`config.mk`:
```
export PLATFORM = sky130hd
export DESIGN_NAME = alu_sequencer
export DESIGN_NICKNAME = d
export VERILOG_FILES = /design/src/rtl/alu_sequencer.sv
export SDC_FILE = /design/constraint.sdc
export NUM_CORES = 1
export LEC_CHECK = 0
export ABC_AREA = 1
export CAP_MARGIN = 0
export CORE_ASPECT_RATIO = 0.9
export CORE_MARGIN = 4
export CORE_UTILIZATION = 45
export CTS_CLUSTER_SIZE = 8
export DETAILED_ROUTE_END_ITERATION = 8
export PLACE_DENSITY = 0.72
export SETUP_SLACK_MARGIN = 0.3
export SYNTH_ARGS = -nofsm -noshare
export SYNTH_HDL_FRONTEND = slang
export SYNTH_SLANG_ARGS = --single-unit
export TNS_END_PERCENT = 5
```
`constraint.sdc`:
```
create_clock -name clk -period 1.55 [get_ports clk]
set_input_delay 0.2325 -clock clk [delete_from_list [all_inputs] [get_ports clk]]
set_output_delay 0.2325 -clock clk [all_outputs]
set_load 0.01 [all_outputs]
```
`src/rtl/alu_sequencer.sv`:
```
// Instruction sequencer for an external combinational 8-bit ALU.
// Holds a 4x8 register file, iterates each op rep+1 times and writes results and flags back.
module alu_sequencer #(
  parameter int NREG = 4,
  parameter int W    = 8
) (
  input  logic         clk,
  input  logic         rst,
  input  logic         ins_valid,
  output logic         ins_ready,
  input  logic [7:0]   ins_word,
  input  logic         ld_en,
  input  logic [1:0]   ld_addr,
  input  logic [W-1:0] ld_data,
  output logic [W-1:0] alu_a,
  output logic [W-1:0] alu_b,
  output logic [1:0]   alu_sel,
  input  logic [W-1:0] alu_out,
  input  logic         alu_co,
  input  logic         alu_z,
  output logic [W-1:0] result,
  output logic         co_flag,
  output logic         z_flag,
  output logic         done
);

  typedef enum logic [1:0] {
    IDLE = 2'd0,
    EXEC = 2'd1,
    DONE = 2'd2
  } state_t;

  state_t       state;
  state_t       state_nxt;

  logic [W-1:0] regs [0:NREG-1];
  logic [1:0]   op;
  logic [1:0]   rd;
  logic [1:0]   rs;
  logic [1:0]   cnt;
  logic         accept;
  logic         last_iter;

  assign accept    = (state == IDLE) && ins_valid && !ld_en;
  assign last_iter = (cnt == 2'd0);

  // Operands are read live from the register file so rd==rs sees each iteration's update.
  assign alu_a   = regs[rd];
  assign alu_b   = regs[rs];
  assign alu_sel = op;

  always_ff @(posedge clk or posedge rst) begin
    if (rst) begin
      state <= IDLE;
    end else begin
      state <= state_nxt;
    end
  end

  always_comb begin
    state_nxt = state;
    ins_ready = 1'b0;
    done      = 1'b0;
    case (state)
      IDLE: begin
        ins_ready = !ld_en;
        if (accept) begin
          state_nxt = EXEC;
        end
      end
      EXEC: begin
        if (last_iter) begin
          state_nxt = DONE;
        end
      end
      DONE: begin
        done      = 1'b1;
        state_nxt = IDLE;
      end
      default: begin
        state_nxt = IDLE;
      end
    endcase
  end

  always_ff @(posedge clk or posedge rst) begin
    if (rst) begin
      for (int i = 0; i < NREG; i++) begin
        regs[i] <= '0;
      end
      op      <= 2'd0;
      rd      <= 2'd0;
      rs      <= 2'd0;
      cnt     <= 2'd0;
      result  <= '0;
      co_flag <= 1'b0;
      z_flag  <= 1'b0;
    end else begin
      case (state)
        IDLE: begin
          // A load takes priority; the pending instruction is held by its source.
          if (ld_en) begin
            regs[ld_addr] <= ld_data;
          end else if (ins_valid) begin
            op  <= ins_word[7:6];
            rd  <= ins_word[5:4];
            rs  <= ins_word[3:2];
            cnt <= ins_word[1:0];
          end
        end
        EXEC: begin
          regs[rd] <= alu_out;
          co_flag  <= alu_co;
          z_flag   <= alu_z;
          if (last_iter) begin
            result <= alu_out;
          end else begin
            cnt <= cnt - 2'd1;
          end
        end
        default: begin
        end
      endcase
    end
  end

endmodule

```
== Yosys cells after proc, flatten, opt, wreduce, memory -nomap -nowiden ==
Index checks and enable logic that the tools add are counted.
Storage, ports and cells
  output and inout port bits: 30
  bits in registers: 52
Cells by class
  mux-type cells: 23
  order comparisons: 5
  equal/unequal tests: 8
  reductions and logical operators: 13
  bitwise operators: 4
  $add $sub $neg: 1
Operators by type and width (number)
  $bwmux W32: 2
  $pmux W32 S2: 1
  $mux W8: 6
  $bmux W8 S2: 2
  $demux W8 S2: 2
  $mux W32: 1
  $ne A2 B2 Y1 const B: 6
  $mux W2: 5
  $ge A3 B3 Y1 const B: 3
  $not A2 Y3: 3
  $pmux W2 S2: 2
  $lt A3 B1 Y1 const B: 2
  $reduce_and A2 Y1: 3
  $logic_and A1 B1 Y1: 4
  $logic_not A2 Y1: 2
  $reduce_and A4 Y1: 1
  $reduce_and A3 Y1: 1
  $eq A2 B1 Y1 const B: 1
  $eq A2 B2 Y1 const B: 1
  $mux W1: 2
  $reduce_bool A2 Y1: 1
  $sub A2 B1 Y2 const B: 1
  $logic_not A1 Y1: 1
  $not A1 Y1: 1

== Longest topological paths before layout ==
Gate-level depths: netlist of run 1.
  depth after elaboration: 8
  gate-level depth with buffers: 8
  depth with buffers taken out: 7

== Least setup slack after synthesis of run 1 ==
No wires, ideal clock.
  path type: flip-flop to output port
  start: reg rs[0]
  end: out alu_b[6]
  setup slack: 0.187 ns
  data required time: 1.317 ns
  arrival time: 1.130 ns
  stages on the path, launching flop included: 5
  cells stage by stage: dfrtp_1 > inv_1 > clkbuf_1 > o21ai_0 > o22ai_1
Between the ends
  cells in the longest elaborated chain, start to end: 4
Ends and longest elaborated chain
  start: declaration: line 39  | logic [1:0] rs;
  start signal: assignment: line 107  | rs <= ins_word[3:2];
  $not A2 Y3 (not written as such): line 49  | assign alu_b = regs[rs];
  $bmux W8 S2: line 49
  $mux W8 (not written as such) (2 in a row): line 49
  end: declaration: line 16  | output logic [W-1:0] alu_b,
No other way between the ends. The select of a mux whose other input is x is not followed.

== Final worst setup path of run 1 ==
  start: reg rd[0]
  end: out alu_a[5]
Between the ends
  cells in the longest elaborated chain, start to end: 4
Ends and longest elaborated chain
  start: declaration: line 38  | logic [1:0] rd;
  start signal: assignment: line 106  | rd <= ins_word[5:4];
  $not A2 Y3 (not written as such): line 48  | assign alu_a = regs[rd];
  $bmux W8 S2: line 48
  $mux W8 (not written as such) (2 in a row): line 48
  end: declaration: line 15  | output logic [W-1:0] alu_a,
No other way between the ends. The select of a mux whose other input is x is not followed.

==> impl_metrics.yaml, run 1 <==
clock_tree:
  clockBufferDepth: 2
  h-tree-depth: 2
  clock_latency_ns: 0.32
  path_clk_slew_ns: 0.10
  tritoncts_num_sinks: 52
  cts-root-buf: "clkbuf_8"
  cts_buffers: 5
  cts_tree: "built"
critical_path:
  critPathLaunchType: "flip-flop"
  cp_max_fo: 8
  worstSetupPathType: "reg -> out"
  crit_end: "alu_a[5]"
  worstReg2RegStart: "state[1]$_DFFE_PP0P_"
  r2r_end: "regs[26]$_DFFE_PP0P_"
  worst-r2r-setup-slack_ns: 0.07
  worstPathRequired_ns: 1.32
  cp-end-kind: "output port"
  worstRegToRegCells: 8
  cp.arrival_ns: 1.45
  startpoint: "rd[0]$_DFFE_PP0P_"
sta:
  setup_ws_ns: -0.137
  fmax_ghz: 0.593
  rsz0062_at_grt: "true"
  finalSetupViolCount: 11
  period_share: 1.09
  skew_ns: 0.0107
  max_slew_margin: 0.614
  drv_slew: 0
  hold_ws_ns: 0.313
  finalCriticalPeriod_ns: 1.69
  final-hold-violation-count: 0
  tns_ns: -1.08
  worst_pin_slew_ns: 0.577
floorplanning:
  initial_utilization: 0.466
  io_pins: 62
  rows: 28
  coreArea_um2: 6620
  die_area_um2: 8240
  die_width_um: 95.3
  die_h_um: 86.5
yosys:
  synth.distinct_cells: 23
  avgSynthCellArea_um2: 6.85
  synth_area_leaders: "dfrtp_1 (42%), nand2_1 (26%), nand3_1 (7.3%)"
  yosys_warnings: 0
  async_flop_share: 1.00
  synth_top_area_frac: 0.422
  synth_nets: 483
  synth_ff_type: "dfrtp_1"
  yosys.area.top_type: "dfrtp_1"
  synth-seq-cells: 52
  synth-seq-area-share: 0.422
  yosysMostFrequentCell: "nand2_1"
  synth_edf_count: 0
  syn_area_um2: 3080
  syn_inst: 450
  ys_top_cells_by_count: "nand2_1 (212), dfrtp_1 (52), nand3_1 (45)"
place:
  gp_congestion: 0.866
  post-place-cells: 610
  dp_slack_ns: -0.234
  numPortBuffers: 61
  postPlaceCellArea_um2: 3910
  dp_hpwl_um: 6660
grt:
  grt_pass1_vias: 3265
  track_usage: 0.239
  grt_pass1_wl_um: 15400
  overflow: 0
  grt_max_degree: 53
  grt_antenna_before_repair: 0
layout:
  syn_to_final_growth_pct: 42.4
  nets: 573
  n_antenna_cell: 0
  drive_gt1_frac: 0.279
  design_area_um2: 4390
  final_cells: 631
routing:
  drt_iter0_drc: 266
  vias: 3407
  ant_nets: 0
  drcViolationCount: 0
  viasPerCell: 5.40
  wl_per_cell_um: 15.4
  first_pass_iters: 5
  routed_wl_um: 9700
min_path:
  hp-class: "in -> async"
run_status:
  violations: "setup timing"
  outcome: "complete, but fails checks"
power:
  p_leak_nw: 2.28
  peakVddDrop_mv: 0.951
  power_density_nw_per_um2: 1850
run:
  cap_viol_max_count: 0
logic make-up (layout without fill, tap and decap cells):
logic type,count (synthesis),count (layout),share of synthesized area
AOI/OAI and AO/OA,50,50,0.0921
adders and majority gates,1,1,0.00406
buffers and inverters,41,131,0.0653
DFF,52,52,0.422
and+or+nand+nor,306,307,0.416
state kept, by name, summed over array words and instances, names as in the netlist:
register,flops
regs,32
rs,2
co_flag,1
rd,2
cnt,2
result,8
state,2
z_flag,1
alu_sel,2
layer usage:
layer / share of wire / track usage / routed length, um / vias up
li1: - / - / - / 1625
met1: 0.40 / 0.311 / 3910 / 1604
met2: 0.49 / 0.400 / 4800 / 156
met3: 0.078 / 0.0425 / 755 / 22
met4: 0.024 / 0.0826 / 231 / 0
met5: 0 / 0 / 0 / -
through the flow:
stage | power, W | utilization
after global routing | 0.00869 | 0.663
after global placement | 0.00644 | 0.590
after CTS | 0.00772 | 0.635
after floorplan | 0.00466 | -
final | 0.00813 | 0.663
after detailed placement | 0.00654 | 0.590
worst max-delay path: stages (launching register included):
cell and delay, ns:
dfrtp_2 0.45, buf_12 0.13, nor2_4 0.03, buf_6 0.14
a22oi_2 0.16, nand3_1 0.09, buf_2 0.14
area by class of cell:
class	count	area [um^2]
repair buffers	96	888
inverters	27	110
fillers	559	2230
multi-input cells	358	1880
clock inverters	2	13.8
clock buffers	6	82.6
flip-flops and latches	52	1300
well taps	90	113
power breakdown:
group          leakage [nW]  internal (W)  total [W]  switching, W
Clock                0.0516      0.000366   0.000833      0.000467
Combinational          1.55       0.00207    0.00504       0.00297
Sequential            0.674       0.00183    0.00226      0.000428
Total                  2.28       0.00427    0.00813       0.00387
timing repair:
item	in CTS	in global routing
resized for setup	143	68
cloned	1	0
hold buffers	0	0
setup endpoints to repair	72	74
pin swaps	24	57
buffers inserted	12	0
worst min-delay path by stage:
stage / to / cells past startpoint
final: result[1]$_DFFE_PP0P_ / 3
after global routing: regs[30]$_DFFE_PP0P_ / 3
after CTS: result[1]$_DFFE_PP0P_ / 3
after detailed placement: result[7]$_DFFE_PP0P_ / 2
after global placement: z_flag$_DFFE_PP0P_ / 2
after floorplan: alu_sel[0]$_DFFE_PP0P_ / 1
cells in the final DEF (no fill, tap or decap):
cell | Yosys | final
ha_1 | 1 | 1
nand2_4 | 0 | 5
nor2_1 | 31 | 17
a21oi_1 | 4 | 3
nand3_4 | 0 | 4
nand2_2 | 6 | 34
inv_1 | 23 | 17
inv_4 | 0 | 2
buf_6 | 1 | 13
clkinv_2 | 0 | 1
a21oi_2 | 0 | 1
clkdlybuf4s15_1 | 0 | 7
buf_4 | 7 | 17
nand3_2 | 4 | 2
a22oi_1 | 8 | 1
inv_2 | 4 | 7
dfrtp_1 | 52 | 50
clkinvlp_4 | 0 | 1
o21ai_2 | 1 | 2
buf_2 | 3 | 18
dfrtp_2 | 0 | 2
nand3_1 | 45 | 43
buf_12 | 0 | 5
a22oi_2 | 0 | 7
nand2_1 | 212 | 179
inv_6 | 0 | 1
nor2_2 | 3 | 7
clkbuf_8 | 1 | 6
o21ai_1 | 11 | 24
nor3_4 | 0 | 1
o22ai_1 | 8 | 8
clkdlybuf4s50_1 | 0 | 31
dlygate4sd2_1 | 0 | 5
o21ai_0 | 18 | 4
nor2_4 | 4 | 15
No activity file was read; power rests on OpenSTA's default activity.
==> run 2, diff against run 1 <==
--- a/config.mk
+++ b/config.mk
@@ -13,6 +13,7 @@
 export CTS_CLUSTER_SIZE = 8
 export DETAILED_ROUTE_END_ITERATION = 8
 export PLACE_DENSITY = 0.72
+export REMOVE_ABC_BUFFERS = 1
 export SETUP_SLACK_MARGIN = 0.3
 export SYNTH_ARGS = -nofsm -noshare
 export SYNTH_HDL_FRONTEND = slang
==> run 2 against run 1 <==
Net effect:
- the run still ends with setup timing left
- clock skew down 0.0041 ns
- design area up 2.4%
- register-to-register slack worse by 0.08 ns
- total power up 6.4%
- fmax down 2.1%
- first-iteration DRC count down 17%
- clock-buffer cell count up 2
- critical path depth up 1
- global-route usage up 3.0 points
- final cell count up 1.3%
- largest cell class unchanged
- highest routed layer unchanged
==> impl_metrics.yaml, run 2 (synthesis results as in run 1) <==
sta:
  period_share: 1.11
  worst_pin_slew_ns: 0.653
  max_slew_margin: 0.563
  finalSetupViolCount: 16
  hold_ws_ns: 0.281
  final-hold-violation-count: 0
  finalCriticalPeriod_ns: 1.72
  drv_slew: 0
  rsz0062_at_grt: "true"
  fmax_ghz: 0.580
  skew_ns: 0.00665
  tns_ns: -1.32
  setup_ws_ns: -0.173
power:
  finalPower_w: 0.00865
  netSwitchingPower_w: 0.00405
  p_seq_frac: 0.255
  p_leak_nw: 2.36
  power_density_nw_per_um2: 1930
  clockPowerShare: 0.094
  peakVddDrop_mv: 1.09
  combPwrFrac: 0.651
  switching_share: 0.469
  intPower_w: 0.00460
routing:
  wl_per_cell_um: 16.3
  viasPerCell: 5.34
  routed_wl_um: 10400
  vias: 3411
  drcViolationCount: 0
  ant_nets: 0
  first_pass_iters: 5
  drt_iter0_drc: 221
layout:
  largest_reg_flops: 32
  n_antenna_cell: 0
  drive_gt1_frac: 0.281
  fin_util: 0.679
  multi_input_area_um2: 1860
  syn_to_final_growth_pct: 45.7
  nets: 581
  seq_area_um2: 1310
  fillers: 553
  top_regs: "regs (32), result (8)"
  final_cells: 639
  layout_commonest_cell: "nand2_1"
  regMostFlops: "regs"
  layout_common_cells: "nand2_1 (177), dfrtp_1 (49), nand3_1 (42), nand2_2 (34), clkdlybuf4s50_1 (31)"
clock_tree:
  cts-root-buf: "clkbuf_8"
  cts_buffers: 5
  path_clk_slew_ns: 0.09
  clockBufferDepth: 2
  clock_latency_ns: 0.30
  h-tree-depth: 2
  cts_tree: "built"
  cts_hold_buf: 0
  tritoncts_num_sinks: 52
run_status:
  violations: "setup timing"
  outcome: "complete, but fails checks"
floorplanning:
  die_width_um: 95.3
  die_h_um: 86.5
  io_pins: 62
  coreArea_um2: 6620
  initial_utilization: 0.466
  rows: 28
  die_area_um2: 8240
min_path:
  hp-class: "in -> async"
place:
  numPortBuffers: 61
  post-place-cells: 622
  gp_congestion: 0.943
  dp_hpwl_um: 6740
grt:
  overflow: 0
  track_usage: 0.269
  grt_pass1_wl_um: 17100
  grt_pass1_vias: 3507
  grt_antenna_before_repair: 0
  grt_max_degree: 53
critical_path:
  cp-end-kind: "output port"
  cp_max_fo: 5
  worstPathRequired_ns: 1.32
  worstSetupPathType: "reg -> out"
  critPathLaunchType: "flip-flop"
  cp.arrival_ns: 1.49
run:
  cap_viol_max_count: 0
-- run 2: per-layer routing --
| layer | routed length (um) | global-route usage |
|---|---|---|
| met4 | 278 | 0.0970 |
| met2 | 5220 | 0.471 |
| met5 | 0 | 0 |
| met1 | 4210 | 0.337 |
| met3 | 691 | 0.0356 |
-- run 2: layout make-up --
type                    instances  share of cell area
multi-input cells             357               0.415
flip-flops and latches         52               0.290
repair buffers                105               0.226
well taps                      90              0.0251
inverters                      27              0.0237
clock buffers                   8              0.0201
-- run 2: worst paths after layout --
kind                                          to  depth (start not counted)  slack, ns                from
setup / recovery                        alu_a[2]                          7      -0.17   rd[0]$_DFFE_PP0P_
hold / removal             result[5]$_DFFE_PP0P_                          3       0.28                 rst
setup reg to reg             regs[9]$_DFFE_PP0P_                         10      -0.01   rd[0]$_DFFE_PP0P_
hold reg to reg               z_flag$_DFFE_PP0P_                          2       0.49  z_flag$_DFFE_PP0P_
max in group asynchronous   state[0]$_DFFE_PP0P_                          3       1.00                 rst
min in group clk             co_flag$_DFFE_PP0P_                          3       0.46              alu_co
-- run 2: power by group through the flow --
stage                     Sequential (W)  Combinational [W]  Clock, W
after floorplan                  0.00224            0.00219         0
after global placement           0.00218            0.00469         0
after detailed placement         0.00219            0.00480         0
after CTS                        0.00218            0.00538  0.000817
after global routing             0.00227            0.00604  0.000875
final                            0.00221            0.00563  0.000812
-- run 2: what timing repair did --
action | in CTS | in global routing
gates cloned | 1 | 1
setup endpoints to repair | 73 | 73
resized for setup | 156 | 46
buffers inserted | 7 | 0
pin swaps | 26 | 24
-- run 2: critical path, stage by stage, from the launching register on --
cell     delay (ns)
dfrtp_2        0.46
buf_6          0.13
nor2_4         0.16
buf_12         0.13
buf_16         0.10
nand2_4        0.04
nand3_2        0.07
buf_6          0.10
-- run 2: per-stage QoR --
stage,cell area (um^2),setup WS (ns)
after CTS,4430,-0.134
after global routing,4490,-0.211
after global placement,4030,-0.168
final,4490,-0.173
after detailed placement,4030,-0.172
after floorplan,2980,0.0194
